===== src/rtl/sprite_plotter_pkg.sv =====
// Shared constants, state encoding and pixel tag type for the sprite plotter.
package sprite_plotter_pkg;

   localparam int SCREEN_W = 160;
   localparam int SCREEN_H = 120;
   localparam int SPR_DIM  = 16;
   localparam int SPR_BITS = $clog2(SPR_DIM);
   localparam int COLOUR_W = 3;

   localparam logic [1:0] ST_IDLE  = 2'd0;
   localparam logic [1:0] ST_FETCH = 2'd1;
   localparam logic [1:0] ST_DRAIN = 2'd2;

   typedef struct packed {
      logic                valid;
      logic [SPR_BITS-1:0] i;
      logic [SPR_BITS-1:0] j;
   } pix_tag_t;

endpackage


===== src/rtl/sprite_plotter_if.sv =====
// Bundle of the draw request, image-loader and VGA-side signals around the plotter.
interface sprite_plotter_if;
   import sprite_plotter_pkg::*;

   logic                start;
   logic [7:0]          locx;
   logic [7:0]          locy;
   logic [2:0]          id;
   logic [1:0]          id2;
   logic [3:0]          img_i;
   logic [5:0]          img_j;
   logic [2:0]          img_id;
   logic [1:0]          img_id2;
   logic [COLOUR_W-1:0] img_colour;
   logic [7:0]          vga_x;
   logic [6:0]          vga_y;
   logic [COLOUR_W-1:0] vga_colour;
   logic                plot;
   logic                busy;
   logic                done;

   modport slave (
      input  start, locx, locy, id, id2, img_colour,
      output img_i, img_j, img_id, img_id2, vga_x, vga_y, vga_colour, plot, busy, done
   );

   modport master (
      output start, locx, locy, id, id2, img_colour,
      input  img_i, img_j, img_id, img_id2, vga_x, vga_y, vga_colour, plot, busy, done
   );

endinterface


===== src/rtl/sprite_plotter_pixel_delay_line.sv =====
// Shift register that carries each pixel's tag forward so it lines up with the loader's colour.
module pixel_delay_line
   import sprite_plotter_pkg::*;
#(
   parameter int DEPTH = 2
) (
   input  logic     clock,
   input  logic     reset,
   input  pix_tag_t d,
   output pix_tag_t q
);

   pix_tag_t stage [DEPTH];

   always_ff @(posedge clock) begin
      if (!reset) begin
         for (int s = 0; s < DEPTH; s++) stage[s] <= '0;
      end else begin
         stage[0] <= d;
         for (int s = 1; s < DEPTH; s++) stage[s] <= stage[s-1];
      end
   end

   assign q = stage[DEPTH-1];

endmodule


===== src/rtl/sprite_plotter.sv =====
// Walks a 16x16 sprite through the image loader and emits clipped, optionally keyed plots.
// READ_LAT must be at least 1.
module sprite_plotter
   import sprite_plotter_pkg::*;
#(
   parameter int                  READ_LAT      = 2,
   parameter bit                  TRANSP_EN     = 1'b0,
   parameter logic [COLOUR_W-1:0] TRANSP_COLOUR = '0
) (
   input logic              clock,
   input logic              reset,
   sprite_plotter_if.slave  bus
);

   localparam int DW = $clog2(READ_LAT + 1) + 1;

   logic [1:0]          state;
   logic [7:0]          k;
   logic [DW-1:0]       drain_cnt;
   logic [7:0]          loc_x;
   logic [7:0]          loc_y;
   logic [2:0]          id_q;
   logic [1:0]          id2_q;
   pix_tag_t            tag_in;
   pix_tag_t            tag_out;
   logic [8:0]          sum_x;
   logic [8:0]          sum_y;
   logic                keep;
   logic [7:0]          x_q;
   logic [6:0]          y_q;
   logic [COLOUR_W-1:0] colour_q;
   logic                plot_q;

   // Request FSM; k is the pixel address, column in the low nibble so it varies fastest.
   always_ff @(posedge clock) begin
      if (!reset) begin
         state     <= ST_IDLE;
         k         <= '0;
         drain_cnt <= '0;
         loc_x     <= '0;
         loc_y     <= '0;
         id_q      <= '0;
         id2_q     <= '0;
      end else begin
         case (state)
            ST_IDLE: begin
               if (bus.start) begin
                  state <= ST_FETCH;
                  k     <= '0;
                  loc_x <= bus.locx;
                  loc_y <= bus.locy;
                  id_q  <= bus.id;
                  id2_q <= bus.id2;
               end
            end
            ST_FETCH: begin
               k <= k + 8'd1;
               if (k == 8'hFF) begin
                  state     <= ST_DRAIN;
                  drain_cnt <= '0;
               end
            end
            ST_DRAIN: begin
               if (drain_cnt == DW'(READ_LAT)) state <= ST_IDLE;
               else                            drain_cnt <= drain_cnt + 1'b1;
            end
            default: state <= ST_IDLE;
         endcase
      end
   end

   assign tag_in = '{valid: (state == ST_FETCH), i: k[3:0], j: k[7:4]};

   pixel_delay_line #(.DEPTH(READ_LAT)) u_delay (
      .clock (clock),
      .reset (reset),
      .d     (tag_in),
      .q     (tag_out)
   );

   assign sum_x = {1'b0, loc_x} + {5'b0, tag_out.i};
   assign sum_y = {1'b0, loc_y} + {5'b0, tag_out.j};
   assign keep  = tag_out.valid
                  && (sum_x < 9'(SCREEN_W))
                  && (sum_y < 9'(SCREEN_H))
                  && !(TRANSP_EN && (bus.img_colour == TRANSP_COLOUR));

   // Suppressed pixels still use their slot but leave the VGA coordinates untouched.
   always_ff @(posedge clock) begin
      if (!reset) begin
         plot_q   <= 1'b0;
         x_q      <= '0;
         y_q      <= '0;
         colour_q <= '0;
      end else begin
         plot_q <= keep;
         if (keep) begin
            x_q      <= sum_x[7:0];
            y_q      <= sum_y[6:0];
            colour_q <= bus.img_colour;
         end
      end
   end

   assign bus.img_i      = k[3:0];
   assign bus.img_j      = {2'b00, k[7:4]};
   assign bus.img_id     = id_q;
   assign bus.img_id2    = id2_q;
   assign bus.vga_x      = x_q;
   assign bus.vga_y      = y_q;
   assign bus.vga_colour = colour_q;
   assign bus.plot       = plot_q;
   assign bus.busy       = (state != ST_IDLE);
   assign bus.done       = (state == ST_DRAIN) && (drain_cnt == DW'(READ_LAT));

endmodule


===== src/flat_wrapper.sv =====
// flat-port wrapper written by rule: the top's interface ports become plain ports
module sprite_plotter_flat import sprite_plotter_pkg::*;
#(
   parameter int                  READ_LAT      = 2,
   parameter bit                  TRANSP_EN     = 1'b0,
   parameter logic [COLOUR_W-1:0] TRANSP_COLOUR = '0
)
  (clock, reset, bus_start, bus_locx, bus_locy, bus_id, bus_id2, bus_img_colour, bus_img_i, bus_img_j, bus_img_id, bus_img_id2, bus_vga_x, bus_vga_y, bus_vga_colour, bus_plot, bus_busy, bus_done);
  sprite_plotter_if bus_i ();
  input logic clock;
  input logic reset;
  input wire logic [$bits(bus_i.start)-1:0] bus_start;
  input wire logic [$bits(bus_i.locx)-1:0] bus_locx;
  input wire logic [$bits(bus_i.locy)-1:0] bus_locy;
  input wire logic [$bits(bus_i.id)-1:0] bus_id;
  input wire logic [$bits(bus_i.id2)-1:0] bus_id2;
  input wire logic [$bits(bus_i.img_colour)-1:0] bus_img_colour;
  output wire logic [$bits(bus_i.img_i)-1:0] bus_img_i;
  output wire logic [$bits(bus_i.img_j)-1:0] bus_img_j;
  output wire logic [$bits(bus_i.img_id)-1:0] bus_img_id;
  output wire logic [$bits(bus_i.img_id2)-1:0] bus_img_id2;
  output wire logic [$bits(bus_i.vga_x)-1:0] bus_vga_x;
  output wire logic [$bits(bus_i.vga_y)-1:0] bus_vga_y;
  output wire logic [$bits(bus_i.vga_colour)-1:0] bus_vga_colour;
  output wire logic [$bits(bus_i.plot)-1:0] bus_plot;
  output wire logic [$bits(bus_i.busy)-1:0] bus_busy;
  output wire logic [$bits(bus_i.done)-1:0] bus_done;
  assign bus_i.start = bus_start;
  assign bus_i.locx = bus_locx;
  assign bus_i.locy = bus_locy;
  assign bus_i.id = bus_id;
  assign bus_i.id2 = bus_id2;
  assign bus_i.img_colour = bus_img_colour;
  assign bus_img_i = bus_i.img_i;
  assign bus_img_j = bus_i.img_j;
  assign bus_img_id = bus_i.img_id;
  assign bus_img_id2 = bus_i.img_id2;
  assign bus_vga_x = bus_i.vga_x;
  assign bus_vga_y = bus_i.vga_y;
  assign bus_vga_colour = bus_i.vga_colour;
  assign bus_plot = bus_i.plot;
  assign bus_busy = bus_i.busy;
  assign bus_done = bus_i.done;
  sprite_plotter #(.READ_LAT(READ_LAT), .TRANSP_EN(TRANSP_EN), .TRANSP_COLOUR(TRANSP_COLOUR)) u_core (.clock(clock), .reset(reset), .bus(bus_i));
endmodule

===== config.mk =====
export PLATFORM = sky130hd
export DESIGN_NAME = sprite_plotter_flat
export DESIGN_NICKNAME = d
export VERILOG_FILES = /design/src/rtl/sprite_plotter_pkg.sv /design/src/rtl/sprite_plotter_if.sv /design/src/rtl/sprite_plotter_pixel_delay_line.sv /design/src/rtl/sprite_plotter.sv /design/src/flat_wrapper.sv
export SDC_FILE = /design/constraint.sdc
export NUM_CORES = 1
export LEC_CHECK = 0
export ABC_CLOCK_PERIOD_IN_PS = 3200
export CAP_MARGIN = 20
export CORE_MARGIN = 3
export CORE_UTILIZATION = 40
export CTS_CLUSTER_DIAMETER = 200
export CTS_CLUSTER_SIZE = 8
export DETAILED_ROUTE_END_ITERATION = 12
export SLEW_MARGIN = 20
export SYNTH_ARGS = -nofsm -noshare
export SYNTH_HDL_FRONTEND = slang
export SYNTH_SLANG_ARGS = --single-unit

===== constraint.sdc =====
create_clock -name clock -period 3.2 [get_ports clock]
set_input_delay 0.48 -clock clock [delete_from_list [all_inputs] [get_ports clock]]
set_output_delay 0.48 -clock clock [all_outputs]
set_load 0.02 [all_outputs]

### Yosys cells after proc, flatten, opt, wreduce, memory -nomap -nowiden

Memories as Yosys holds them, arrays and structs flattened.
Cells that the tools add are included.

* RAM bits: 18
* register bits after elaboration: 53
* input bits: 27
* output and inout bits: 36
* logic and storage cells: 52
* memories: 1

Memories
* u_core.u_delay.stage: words 2, bits a word 9, read ports 2, clocked after memory_dff 0, write ports 2, RTL line sprite_plotter_pixel_delay_line.sv:13 `pix_tag_t stage [DEPTH];`

* magnitude comparators: 2
* add/subtract/negate cells: 4
* muxes and demuxes: 13
* equality and inequality tests: 8
* bitwise logic cells: 2
* reductions and logical operators: 11

Operators by type and width (count)
* adder 8 x 4 -> 9 bit: 2
* 2-to-1 mux 9 bit: 2
* case mux 8 bit (2 select lines): 1
* < comparator 9 x 7 -> 1 bit, second input constant: 1
* < comparator 9 x 8 -> 1 bit, second input constant: 1
* adder 8 x 1 -> 8 bit, second input constant: 1
* == test 8 bit, second input constant: 1
* 2-to-1 mux 8 bit: 1
* 2-to-1 mux 2 bit: 3
* 2-to-1 mux 3 bit: 2
* case mux 2 bit (3 select lines): 1
* case mux 3 bit (2 select lines): 1
* AND reduction 3 bit: 2
* nonzero test 2 bit: 3
* != test 2 x 1 -> 1 bit, second input constant: 2
* != test 2 bit, second input constant: 2
* AND reduction 2 bit: 2
* adder 3 x 1 -> 3 bit, second input constant: 1
* == test 3 x 2 -> 1 bit, second input constant: 1
* logical AND 1 bit: 3
* == test 2 x 1 -> 1 bit, second input constant: 1
* == test 2 bit, second input constant: 1
* zero test 2 bit: 1
* 2-to-1 mux 1 bit: 2
* OR 1 bit: 2

### Depth between registers and ports, before layout

Gate-level depths: netlist of run 1.
An unclocked memory read counts as a cell.

* depth after elaboration: 5
* depth in mapped cells: 10

### Cells and area by module

A second synthesis of run 1 with hierarchy kept.

* cell total of the unflattened synthesis: 368
* area, all modules: 3215.6 µm²

By module, submodules not included
* sprite_plotter: cells an instance 322, instances 1, area an instance 2646.3 µm²
* pixel_delay_line: cells an instance 46, instances 1, area an instance 569.3 µm²

### Worst setup path after synthesis of run 1

Ideal clock, no wire load.

* path type: register -> register
* from: mem u_core.u_delay.stage[0][9] in the netlist's numbering
* to: reg u_core.x_q[4] (netlist: u_core.bus.vga_x[4])
* clock period less this slack: 2463 ps
* cell stages (with the launch flop): 9
* path slack: 737 ps
* required time: 3130 ps
* setup time: 70 ps
* arrival: 2393 ps
* cells stage by stage: dfxtp_1 -> ha_1 -> fa_1 -> and3_1 -> o211ai_1 -> o211ai_1 -> a311o_1 -> or3_1 -> a21oi_1

RTL lines
* from (decl): RTL line sprite_plotter_pixel_delay_line.sv:13
* to (signal assigned): RTL line sprite_plotter.sv:98 `x_q <= sum_x[7:0];`
* to (decl): RTL line sprite_plotter.sv:29 `logic [7:0] x_q;`

### Worst setup path in the final report of run 1

* from: reg u_core.loc_y[0]
* to: reg u_core.y_q[5] (netlist: u_core.bus.vga_y[5])

* longest elaborated chain between the ends: 3

RTL lines
* from (decl): RTL line sprite_plotter.sv:21 `logic [7:0] loc_y;`
* from (signal assigned): RTL line sprite_plotter.sv:51 `loc_y <= bus.locy;`
* adder 8 x 4 -> 9 bit *: RTL line sprite_plotter.sv:82 `assign sum_y = {1'b0, loc_y} + {5'b0, tag_out.j};`
* < comparator 9 x 7 -> 1 bit: RTL line sprite_plotter.sv:85 `&& (sum_y < 9'(SCREEN_H))`
* logical AND 1 bit: RTL line sprite_plotter.sv:85
* to (signal assigned): RTL line sprite_plotter.sv:99 `y_q <= sum_y[6:0];`
* to (decl): RTL line sprite_plotter.sv:30 `logic [6:0] y_q;`

Mark *: on every way between the ends. The rest lies on a longest branch, timed or not.
A chain may end at the register's enable or synchronous reset.

==> results of run 1 <==
## state kept, by name, summed over array words and instances (netlist names)
name	flops
u_core.bus.img_id	3
u_core.bus.img_id2	2
u_core.bus.plot	1
u_core.bus.vga_colour	3
u_core.bus.vga_x	8
u_core.bus.vga_y	7
u_core.drain_cnt	3
u_core.k	8
u_core.loc_x	8
u_core.loc_y	8
u_core.state	2
u_core.u_delay.stage	18
## path summary, 6_finish.rpt
path,start,endpoint,slack (ps),cells after the start
setup / recovery,u_core.loc_y[0],u_core.bus.vga_y[5],350,8
hold / removal,u_core.u_delay.stage[0][6],u_core.u_delay.stage[0][15],430,1
setup reg to reg,u_core.loc_y[0],u_core.bus.vga_y[5],350,8
hold reg to reg,u_core.u_delay.stage[0][6],u_core.u_delay.stage[0][15],430,1
## metrics by stage
stage               instances  cell area [µm²]  setup WS, ps
finish                    533             4124         347.1
global route              533             4124         69.36
CTS                       533             4124         338.2
detailed placement        517             3880         373.0
global placement          517             3880         492.5
floorplan                 379             3269         736.7
## synth_stat cells (all sizes together), types with 9 or more instances
cell | count | share of area
dfxtp | 71 | 0.44
a21oi | 51 | 0.078
nand2 | 51 | 0.059
o21ai | 21 | 0.032
and2 | 19 | 0.036
nand3 | 17 | 0.028
clkbuf | 15 | 0.018
buf | 14 | 0.030
ha | 14 | 0.054
nor2 | 14 | 0.016
inv | 11 | 0.013
a211oi | 9 | 0.021
## final cells by class
type / instances / area [µm²]
repair buffers: 65 / 638.1
inverters: 11 / 41.29
well taps: 102 / 127.6
multi-input cells: 268 / 1652
clock inverters: 7 / 120.1
fillers: 748 / 3684
flip-flops and latches: 71 / 1421
clock buffers: 9 / 123.9
## cells by family (layout without fill, tap and decap cells)
logic type               Yosys count  count (layout)  share of synthesized area
multiplexers                       1               1                   0.003448
other                              1               2                   0.001148
buffers and inverters             40              92                    0.06015
flip-flops                        71              71                     0.4352
XOR/XNOR                          11              11                    0.02950
adder cells (fa/ha/maj)           16              16                    0.06590
AO/OA/AOI/OAI                    106             106                     0.2042
AND/OR/NAND/NOR                  132             132                     0.2004
## routing by layer
| metal | wire length, µm | part of all wire | up-vias | track usage |
|---|---|---|---|---|
| met1 | 3444 | 0.48 | 1271 | 0.2112 |
| met5 | 0 | 0 | - | 0 |
| met3 | 347 | 0.048 | 11 | 0.03440 |
| met2 | 3317 | 0.46 | 64 | 0.2691 |
| met4 | 97 | 0.013 | 0 | 0.05958 |
| li1 | - | - | 1405 | - |
## power groups by stage
stage	Combinational (W)	Sequential [W]	Clock, W
after floorplan	0.000225	0.000999	0
after global placement	0.000363	0.000992	0
after detailed placement	0.000368	0.000992	0
after CTS	0.000371	0.000972	0.000879
after global routing	0.000408	0.000980	0.000915
final	0.000367	0.000972	0.000865
## critical path, cell delays in order (launching register included)
cell,delay (ps)
dfxtp_1,320
ha_1,220
fa_1,540
nor4bb_1,310
nand4_1,140
o211ai_1,180
a311o_1,560
nor2_1,210
a211oi_1,270
==> run_results.csv, run 1 <==
group,metric,value,unit
timing,tns,0,ps
power,combPwrFrac,0.167,
logic_synthesis,ys_ff_latch,71,
clocking,clk_pin_slew,80,ps
floorplan,core,7807,µm²
routing,post_drt_wl_per_cell,13.52,µm
min_path,min_path_type,"reg -> reg",
timing,worst_pin_slew,712.3,ps
place,gp_congestion,0.8007,
power,p_sw,0.0005990,W
routing,firstDrtPassIters,4,
routing,wirelength,7.206,mm
place,portBuffers,60,
cells_and_area,final_util,0.5282,
timing,max_freq,350.5,MHz
clocking,cts_tree,"built",
logic_synthesis,synth-edff-count,0,
timing,min_period,2853,ps
power,finalPower,0.002204,W
cells_and_area,nets,469,
logic_synthesis,avgSynthCellArea,8.639,µm²
cells_and_area,mostFrequentLayoutCell,"dfxtp_1",
cells_and_area,layout_common_cells,"71 x dfxtp_1, 60 x clkdlybuf4s50_1, 51 x a21oi_1, 51 x nand2_1",
clocking,h-tree-depth,3,
power,clockPowerShare,0.393,
power,powerDensity,534.4,nW/µm²
setup_path,endpoint_kind,"register",
clocking,cts_buffers,9,
floorplan,fp.dieArea,9284,µm²
timing,fin_crit_sh,0.8915,
clocking,cts_num_sinks,71,
logic_synthesis,yosysWarnings,0,
floorplan,rows,32,
logic_synthesis,ys_seq_area_frac,0.4352,
floorplan,start_util,0.4183,
power,p_leak,1.543,nW
global_routing,grt_pass1_vias,2578,
floorplan,die_w,96.36,µm
setup_path,critical_path_required,3440,ps
clocking,cts_buffer_depth,2,
setup_path,path_max_fanout,15,
logic_synthesis,ys_types,50,
global_routing,grt_max_degree,28,
clocking,clock_latency,340,ps
outcome,status,"complete, no violations",
logic_synthesis,synth_flop_cell,"dfxtp_1",
floorplan,num_io_pins,63,
power,ir_drop,255.7,µV
clocking,clock-root-buffer,"clkbuf_8",
routing,antenna_left,0,
place,dp_hpwl,5.243,mm
global_routing,grt_use_total,0.1637,
global_routing,grt_pass1_wl,11.95,mm
cells_and_area,layout-drive-gt1-share,0.06729,
routing,via_per_inst,5.161,
timing,setup_violations,0,
timing,drv_slew,0,
clocking,cts_setup_buffers,0,
power,internal_power,0.001605,W
routing,drtIter0Drc,95,
global_routing,antenna_found_initial,0,
routing,drc,0,
clocking,post_cts_resized,0,
setup_path,start_kind,"register",
logic_synthesis,synthCells,378,
global_routing,gr-total-overflow,0,
logic_synthesis,synthArstFlopShare,0,
clocking,hold_buffers,0,
run,cap_violations,0,
floorplan,die_h,96.36,µm
timing,slew_headroom,0.5237,
timing,rsz0062_at_grt,"false",
timing,finalHoldViolCount,0,
logic_synthesis,synthesis.area,3266,µm²
timing,whs,433.6,ps
power,seqPwrFrac,0.441,
setup_path,cp.arrival,3090,ps
routing,via_count,2751,
power,switching_share,0.2718,
timing,finalClockSkew,6.898,ps
setup_path,worstSetupPathType,"reg -> reg",
cells_and_area,n_antenna_cell,0,
cells_and_area,area_delta_synth_final,26.28,%
(Power assumes the default switching activity.)
==> run 2: changes to the inputs <==
RECOVER_POWER = 100   (was unset)
==> run_results.csv, run 2 (synthesis gave the netlist of run 1 again) <==
group,metric,value,unit
outcome,status,"complete, no violations",
setup_path,path_max_fanout,15,
cells_and_area,nets,469,
cells_and_area,final_area,4110,µm²
setup_path,cpMaxStageDelayCell,"a311o_1",
power,clockPowerShare,0.395,
timing,finalHoldViolCount,0,
cells_and_area,largest_reg_flops,18,
setup_path,endpoint_kind,"register",
global_routing,antenna_found_initial,0,
floorplan,die_w,96.36,µm
cells_and_area,n_antenna_cell,0,
routing,drc,0,
global_routing,grt_pass1_vias,2578,
cells_and_area,layout-drive-gt1-share,0.06032,
place,dp.cells,517,
cells_and_area,fin_cells,533,
timing,whs,432.1,ps
floorplan,core,7807,µm²
floorplan,num_io_pins,63,
clocking,h-tree-depth,3,
floorplan,start_util,0.4183,
timing,fin_crit_sh,0.8902,
place,dp_slack,373.0,ps
setup_path,cp.arrival,3080,ps
power,powerDensity,532.8,nW/µm²
timing,tns,0,ps
routing,via_per_inst,5.150,
clocking,cts_num_sinks,71,
cells_and_area,layout_common_cells,"71 x dfxtp_1, 51 x a21oi_1, 51 x nand2_1",
clocking,clock_latency,340,ps
place,portBuffers,60,
cells_and_area,nFillCells,753,
setup_path,start_kind,"register",
power,combPwrFrac,0.162,
clocking,cts_buffer_depth,2,
cells_and_area,area_delta_synth_final,25.86,%
setup_path,worstSetupPathType,"reg -> reg",
cells_and_area,top_register,"u_core.u_delay.stage",
clocking,post_cts_resized,0,
floorplan,die_h,96.36,µm
min_path,min_path_type,"reg -> reg",
clocking,cts_buffers,9,
timing,setup_violations,0,
routing,wirelength,7.184,mm
clocking,clk_pin_slew,80,ps
timing,finalClockSkew,7.669,ps
setup_path,critPathTopFamily,"compound AO/OA/AOI/OAI gates",
timing,min_period,2849,ps
timing,rsz0062_at_grt,"false",
clocking,cts_tree,"built",
power,switching_share,0.2725,
setup_path,path_buf_inv,0,
power,p_leak,1.633,nW
setup_path,path_cells,"ha_1 -> fa_1 -> nor4bb_1 -> nand4_1 -> o211ai_1 -> a311o_1 -> nor2_1 -> a211oi_1",
power,p_sw,0.0005967,W
timing,slew_headroom,0.1637,
routing,firstDrtPassIters,4,
timing,drv_slew,0,
floorplan,rows,32,
timing,fin_ws,351.4,ps
power,internal_power,0.001593,W
power,seqPwrFrac,0.443,
global_routing,gr-total-overflow,0,
run,cap_violations,0,
routing,drtIter0Drc,90,
timing,worst_pin_slew,1254,ps
place,gp_congestion,0.8007,
timing,max_freq,351.0,MHz
place,placed_area,3880,µm²
global_routing,grt_max_degree,28,
routing,antenna_left,0,
routing,via_count,2745,
clocking,clock-root-buffer,"clkbuf_8",
power,ir_drop,248.3,µV
floorplan,fp.dieArea,9284,µm²
global_routing,grt_pass1_wl,11.95,mm
place,dp_hpwl,5.243,mm
setup_path,max_stage_delay,550,ps
cells_and_area,mostFrequentLayoutCell,"dfxtp_1",
global_routing,grt_use_total,0.1637,
setup_path,critical_path_required,3430,ps
clocking,cts_setup_buffers,0,
routing,post_drt_wl_per_cell,13.48,µm
clocking,hold_buffers,0,
-- run 2: cell count changes in the layout (fill, tap and decap cells not counted) --
cell / before / now
and2_0: 1 / 13
and2_1: 18 / 6
buf_4: 5 / 1
clkbuf_1: 0 / 3
clkbuf_2: 0 / 1
clkdlybuf4s50_1: 60 / 24
dlygate4sd3_1: 0 / 36
-- run 2: worst paths after layout --
path / slack, ps / startpoint / cells after the start / end
worst min-delay path: 430 / u_core.u_delay.stage[0][6] / 1 / u_core.u_delay.stage[0][15]
worst max-delay path: 350 / u_core.loc_y[0] / 8 / u_core.bus.vga_y[5]
worst min register to register: 430 / u_core.u_delay.stage[0][6] / 1 / u_core.u_delay.stage[0][15]
worst max register to register: 350 / u_core.loc_y[0] / 8 / u_core.bus.vga_y[5]
-- run 2: metrics by stage --
stage / utilization / power (W)
after global placement: 0.4970 / 0.001354
final: 0.5264 / 0.002190
after detailed placement: 0.4970 / 0.001360
after global routing: 0.5264 / 0.002291
after CTS: 0.5282 / 0.002221
after floorplan: - / 0.001224
-- run 2: layout make-up --
cell class,count,area [µm²],area share
clock inverter,7,120.1,0.02922
tap,102,127.6,0.03105
sequential,71,1421,0.3458
timing repair buffer,65,624.3,0.1519
clock buffer,9,123.9,0.03014
multi-input combinational,268,1652,0.4018
inverter,11,41.29,0.01005
-- run 2: worst register-to-register path: stages (launching register included) --
cell	delay, ps
dfxtp_1	320
ha_1	220
fa_1	540
nor4bb_1	310
nand4_1	140
o211ai_1	180
a311o_1	550
nor2_1	210
a211oi_1	260
-- run 2: power by group through the flow --
| stage | sequential [W] | clock, W | combinational, W |
|---|---|---|---|
| floorplan | 0.000999 | 0 | 0.000225 |
| CTS | 0.000972 | 0.000879 | 0.000371 |
| finish | 0.000971 | 0.000864 | 0.000355 |
| global placement | 0.000992 | 0 | 0.000363 |
| global route | 0.000979 | 0.000915 | 0.000396 |
| detailed placement | 0.000992 | 0 | 0.000368 |
-- run 2: metal layers --
layer | GRT usage | wire (µm) | vias to the layer above
met5 | 0 | 0 | -
met4 | 0.05958 | 97 | 0
met3 | 0.03440 | 317 | 11
met2 | 0.2691 | 3301 | 56
met1 | 0.2112 | 3466 | 1267
li1 | - | - | 1411
